==> src/rtl/normalize.sv <==
// Floating-point post-add normalizer.
// Takes the raw magnitude of an adder result and normalizes it one bit per cycle.
// Carry overflow is handled with a single right shift.
// Rounding is round-to-nearest-even using a single guard bit.
// The packed {sign, exponent, fraction} word is presented through a valid/ready handshake.
module normalize #(
    parameter int E_WIDTH = 8,
    parameter int M_WIDTH = 23
) (
    input  logic                       clk,
    input  logic                       rst,
    input  logic                       in_valid,
    output logic                       in_ready,
    input  logic                       sign_res,
    input  logic [E_WIDTH-1:0]         exp_res,
    input  logic [M_WIDTH+1:0]         sum,
    output logic                       out_valid,
    input  logic                       out_ready,
    output logic [E_WIDTH+M_WIDTH:0]   result
);

    localparam int R_WIDTH = E_WIDTH + M_WIDTH + 1;

    // Largest biased exponent, zero-extended into the widened exponent register.
    localparam logic [E_WIDTH:0] EXP_MAX = {1'b0, {E_WIDTH{1'b1}}};
    localparam logic [E_WIDTH:0] EXP_ONE = (E_WIDTH+1)'(1);

    typedef enum logic [1:0] {
        IDLE  = 2'd0,
        NORM  = 2'd1,
        ROUND = 2'd2,
        HOLD  = 2'd3
    } state_t;

    state_t                 state_q,     state_d;
    logic                   sign_q,      sign_d;
    logic [E_WIDTH:0]       exp_q,       exp_d;
    logic [M_WIDTH+1:0]     sum_q,       sum_d;
    logic                   guard_q,     guard_d;
    logic                   out_valid_q, out_valid_d;
    logic [R_WIDTH-1:0]     result_q,    result_d;

    // Signed infinity: exponent all ones, fraction zero.
    function automatic logic [R_WIDTH-1:0] pack_inf(input logic s);
        pack_inf = {s, {E_WIDTH{1'b1}}, {M_WIDTH{1'b0}}};
    endfunction

    // Round-to-nearest-even on {hidden, fraction} using one guard bit.
    // A rounding carry-out bumps the exponent.
    // Any exponent that reaches all ones saturates to infinity.
    function automatic logic [R_WIDTH-1:0] round_pack(
        input logic               s,
        input logic [E_WIDTH:0]   e,
        input logic [M_WIDTH:0]   mant,
        input logic               g
    );
        logic [M_WIDTH+1:0] inc;
        logic [E_WIDTH+1:0] e_fin;
        logic [M_WIDTH-1:0] frac;
        inc   = {1'b0, mant};
        if (g && mant[0]) begin
            inc = inc + (M_WIDTH+2)'(1);
        end
        e_fin = {1'b0, e};
        frac  = inc[M_WIDTH-1:0];
        if (inc[M_WIDTH+1]) begin
            frac  = '0;
            e_fin = e_fin + (E_WIDTH+2)'(1);
        end
        if (e_fin >= {2'b00, {E_WIDTH{1'b1}}}) begin
            round_pack = pack_inf(s);
        end else begin
            round_pack = {s, e_fin[E_WIDTH-1:0], frac};
        end
    endfunction

    // Accept only while out of reset and idle.
    // Reset therefore also drops readiness immediately.
    assign in_ready  = rst && (state_q == IDLE);
    assign out_valid = out_valid_q;
    assign result    = result_q;

    // Next-state and datapath decisions for every state.
    // Each branch either moves one step or parks in HOLD.
    always_comb begin
        state_d     = state_q;
        sign_d      = sign_q;
        exp_d       = exp_q;
        sum_d       = sum_q;
        guard_d     = guard_q;
        out_valid_d = out_valid_q;
        result_d    = result_q;

        case (state_q)
            IDLE: begin
                if (in_valid && in_ready) begin
                    sign_d  = sign_res;
                    exp_d   = {1'b0, exp_res};
                    sum_d   = sum;
                    guard_d = 1'b0;
                    state_d = NORM;
                end
            end

            NORM: begin
                if (exp_q == EXP_MAX) begin
                    // Operand was already infinite or NaN-class: pass infinity through.
                    result_d    = pack_inf(sign_q);
                    out_valid_d = 1'b1;
                    state_d     = HOLD;
                end else if (sum_q == '0) begin
                    // Exact cancellation always gives positive zero.
                    result_d    = '0;
                    out_valid_d = 1'b1;
                    state_d     = HOLD;
                end else if (sum_q[M_WIDTH+1]) begin
                    // Carry out of the adder: one right shift.
                    // The dropped bit is kept for rounding.
                    sum_d   = sum_q >> 1;
                    guard_d = sum_q[0];
                    exp_d   = exp_q + EXP_ONE;
                    state_d = ROUND;
                end else if (sum_q[M_WIDTH]) begin
                    state_d = ROUND;
                end else if (exp_q == EXP_ONE) begin
                    // No room left to shift: flush to positive zero.
                    result_d    = '0;
                    out_valid_d = 1'b1;
                    state_d     = HOLD;
                end else begin
                    sum_d = sum_q << 1;
                    exp_d = exp_q - EXP_ONE;
                end
            end

            ROUND: begin
                result_d    = round_pack(sign_q, exp_q, sum_q[M_WIDTH:0], guard_q);
                out_valid_d = 1'b1;
                state_d     = HOLD;
            end

            HOLD: begin
                if (out_ready) begin
                    out_valid_d = 1'b0;
                    state_d     = IDLE;
                end
            end

            default: begin
                state_d = IDLE;
            end
        endcase
    end

    // State and output registers.
    // The asynchronous reset clears every register, including the held result.
    always_ff @(posedge clk or negedge rst) begin
        if (!rst) begin
            state_q     <= IDLE;
            sign_q      <= 1'b0;
            exp_q       <= '0;
            sum_q       <= '0;
            guard_q     <= 1'b0;
            out_valid_q <= 1'b0;
            result_q    <= '0;
        end else begin
            state_q     <= state_d;
            sign_q      <= sign_d;
            exp_q       <= exp_d;
            sum_q       <= sum_d;
            guard_q     <= guard_d;
            out_valid_q <= out_valid_d;
            result_q    <= result_d;
        end
    end

endmodule

==> config.mk <==
export PLATFORM = sky130hd
export DESIGN_NAME = normalize
export DESIGN_NICKNAME = d
export VERILOG_FILES = /design/src/rtl/normalize.sv
export SDC_FILE = /design/constraint.sdc
export NUM_CORES = 1
export LEC_CHECK = 0
export CORE_AREA = 4 4 104 106
export CTS_CLUSTER_DIAMETER = 60
export DETAILED_ROUTE_END_ITERATION = 7
export DIE_AREA = 0 0 108 110
export MAX_ROUTING_LAYER = met4
export PLACE_DENSITY_LB_ADDON = 0.3
export SLEW_MARGIN = 30
export SYNTH_ARGS = -nofsm -noshare
export SYNTH_HDL_FRONTEND = slang
export SYNTH_SLANG_ARGS = --single-unit
==> constraint.sdc <==
create_clock -name clk -period 2.3 [get_ports clk]
set_input_delay 0.345 -clock clk [delete_from_list [all_inputs] [get_ports clk]]
set_output_delay 0.345 -clock clk [all_outputs]
set_load 0.1 [all_outputs]
==> results.py <==
metrics = {
    "global_routing": {
        "grt_pass1_vias": 4153,
        "top_usage_layer": "met2",
        "antenna_found_initial": 0,
        "use_met3": 0.0448,
        "grt_max_degree": 72,
        "grt.total_usage": 0.233,
        "overflow": 0,
        "grtUsageMet2": 0.344,
        "use_met1": 0.330,
        "grt_pass1_wl_mm": 21.1,
    },
    "floorplanning": {
        "die_y_um": 110,
        "chipWidth_um": 108,
        "initial_core_util": 0.495,
        "ios": 72,
        "core-area_um2": 9770,
        "die_area_um2": 11900,
        "rows": 36,
    },
    "routing": {
        "drc": 0,
        "first_pass_iters": 5,
        "wl_per_cell_um": 17.4,
        "vias": 4533,
        "ant_nets": 0,
        "drt_iter0_markers": 247,
        "drt_wl_total_mm": 13.4,
        "viasPerCell": 5.89,
    },
    "setup_path": {
        "critical_path_required_ns": 2.56,
        "slowest_delay_ns": 0.44,
        "setup.worst_path.end_class": "flop",
        "cp-start-kind": "flop",
        "arrival_ns": 2.50,
        "path_cells": "ha_2, and4_4, and3_4, a31oi_1, a21oi_1, nor3_4, buf_12, o41ai_4",
        "slowest_stage": "dfrtp_1",
        "critical_path_buf_inv_count": 1,
        "crit_type": "reg2reg",
        "cp_top_family": "compound AO/OA/AOI/OAI gates",
        "path_max_fanout": 23,
    },
    "timing": {
        "setup_violations": 0,
        "worst_pin_slew_ns": 0.665,
        "hold_violations": 0,
        "maxSlewViolCount": 0,
        "fmax_mhz": 446,
        "clock_skew_ns": 0.0152,
        "fin_crit_ns": 2.24,
        "min_period_over_period": 0.974,
        "final.setup.worst_slack_ns": 0.0599,
        "fin_hold_ws_ns": 0.103,
        "relSlewSlack": 0.557,
    },
    "synth": {
        "synth-async-reset-ratio": 1.00,
        "postSynthCellCount": 531,
        "syn-cell-area_um2": 4840,
        "synth-edff-count": 0,
        "syn-num-nets": 580,
        "synthTopCellsByArea": "dfrtp_1 37%, nor2_1 5.0%, mux2_2 4.7%",
        "synth-main-ff-cell": "dfrtp_1",
        "synth_top_area_frac": 0.367,
        "syn_avg_cell_area_um2": 9.12,
        "yosysTopAreaCell": "dfrtp_1",
        "ys_seq_elements": 71,
        "ys_seq_area_frac": 0.367,
        "synth_cell_types": 65,
        "yosys_warnings": 0,
    },
    "cells_and_area": {
        "fin_util": 0.646,
        "drive_gt1_frac": 0.305,
        "nets": 680,
        "diodes": 0,
        "syn_to_final_growth_pct": 30.5,
        "fin_cells": 769,
    },
    "outcome": {
        "status": "completed",
    },
    "cts": {
        "h-tree-depth": 3,
        "clockBufferDepth": 2,
        "clkSlewWorstSetupHoldPaths_ns": 0.09,
        "cts_sinks": 71,
        "cts_tree": "built",
        "insertion_delay_ns": 0.37,
        "numCtsBuffers": 9,
        "ctsHoldBuffers": 0,
        "clockRootBuffer": "clkbuf_8",
    },
    "power_and_ir_drop": {
        "powerDensity_nw_per_um2": 1540,
        "finalPower_mw": 9.75,
        "power.leakage_nw": 2.69,
        "ir_worst_vdd_mv": 1.11,
    },
    "placed_design": {
        "place_inst": 751,
        "dp_slack_ns": 0.0431,
        "port_buffers": 71,
        "gp_congestion": 0.897,
        "dp_hpwl_mm": 9.74,
    },
    "hold_path": {
        "hold_class": "in2async",
    },
    "job": {
        "cap_violations": 0,
    },
}
## registers in the layout, indices dropped and copies added, names as in the netlist
register / cells
result: 32
sum_q: 25
exp_q: 9
state_q: 2
guard_q: 1
out_valid: 1
sign_q: 1
## kinds of logic after synthesis
kind of cell	after synthesis	synth area share
AOI/OAI and AO/OA	120	0.196
xor gates and xnor gates	31	0.0561
adders and majority gates	11	0.0284
DFF	71	0.367
buffers and inverters	65	0.0672
and+or+nand+nor	204	0.215
muxes	29	0.0703
## report_power, final
group | internal (mW) | switching (mW)
clock network | 0.611 | 0.516
logic | 2.49 | 3.83
registers | 1.76 | 0.540
total | 4.86 | 4.89
## placed cells by master (no fill, tap or decap), types with 8 or more instances in the layout
cell type,synthesis,final
a21oi_1,13,13
clkbuf_8,0,9
o22ai_1,8,8
ha_1,11,9
xnor2_1,18,18
buf_4,2,93
dfrtp_1,71,64
clkdlybuf4s50_1,0,36
xor2_1,13,13
a221oi_1,21,21
o31ai_1,14,14
mux2_2,20,20
o21ai_0,25,22
nand2_1,58,58
nand3_1,19,19
nand4_1,11,11
nor2_1,65,65
inv_1,17,14
## Yosys cell counts (all sizes together), types with 16 or more instances
library cell / instances
nand2: 58
nor2: 65
o21ai: 27
o31ai: 16
a221oi: 21
xnor2: 18
inv: 17
nand3: 20
buf: 28
dfrtp: 71
clkbuf: 20
mux2: 25
## final cells by class
cell class              instances  area (um2)
clock inverters                 7        97.6
well taps                     133         166
multi-input cells             395        2900
flip-flops and latches         71        1790
inverters                      17        63.8
repair buffers                137        1190
fillers                       847        3460
clock buffers                   9         124
## what timing repair did
action                                  4_1_cts  5_1_grt
endpoints found under the hold margin         0        0
buffers inserted                              0        2
resized for setup                             0       36
endpoints found under the setup margin        0       52
## worst reg2reg max path: stages (launching register included)
cell and delay, ns:
dfrtp_1 0.44, ha_2 0.22, and4_4 0.26, and3_4 0.27
a31oi_1 0.11, a21oi_1 0.24, nor3_4 0.09, buf_12 0.17
o41ai_4 0.34
## metrics by stage
stage,setup TNS [ns],instance area [um2]
floorplan,0,4850
global placement,0,5910
detailed placement,0,5910
CTS,0,6130
global route,-0.121,6320
finish,0,6320
## metal layers
layer	vias to the layer above	routed length, um
li1	2138	-
met1	2211	6370
met2	160	5980
met3	24	815
met4	0	235
met5	-	0
## final timing paths
check / from / endpoint / slack (ns) / cells after the start
worst max register to register: sum_q[1] / result[19] / 0.06 / 8
min in group clk: rst / sum_q[24] / 0.46 / 4
worst min register to register: result[25] / result[25] / 0.48 / 2
worst min-delay path: rst / exp_q[0] / 0.10 / 2
max in group asynchronous: rst / result[30] / 1.70 / 2
worst max-delay path: sum_q[1] / result[19] / 0.06 / 8
Power figures use the tool's default switching activity.
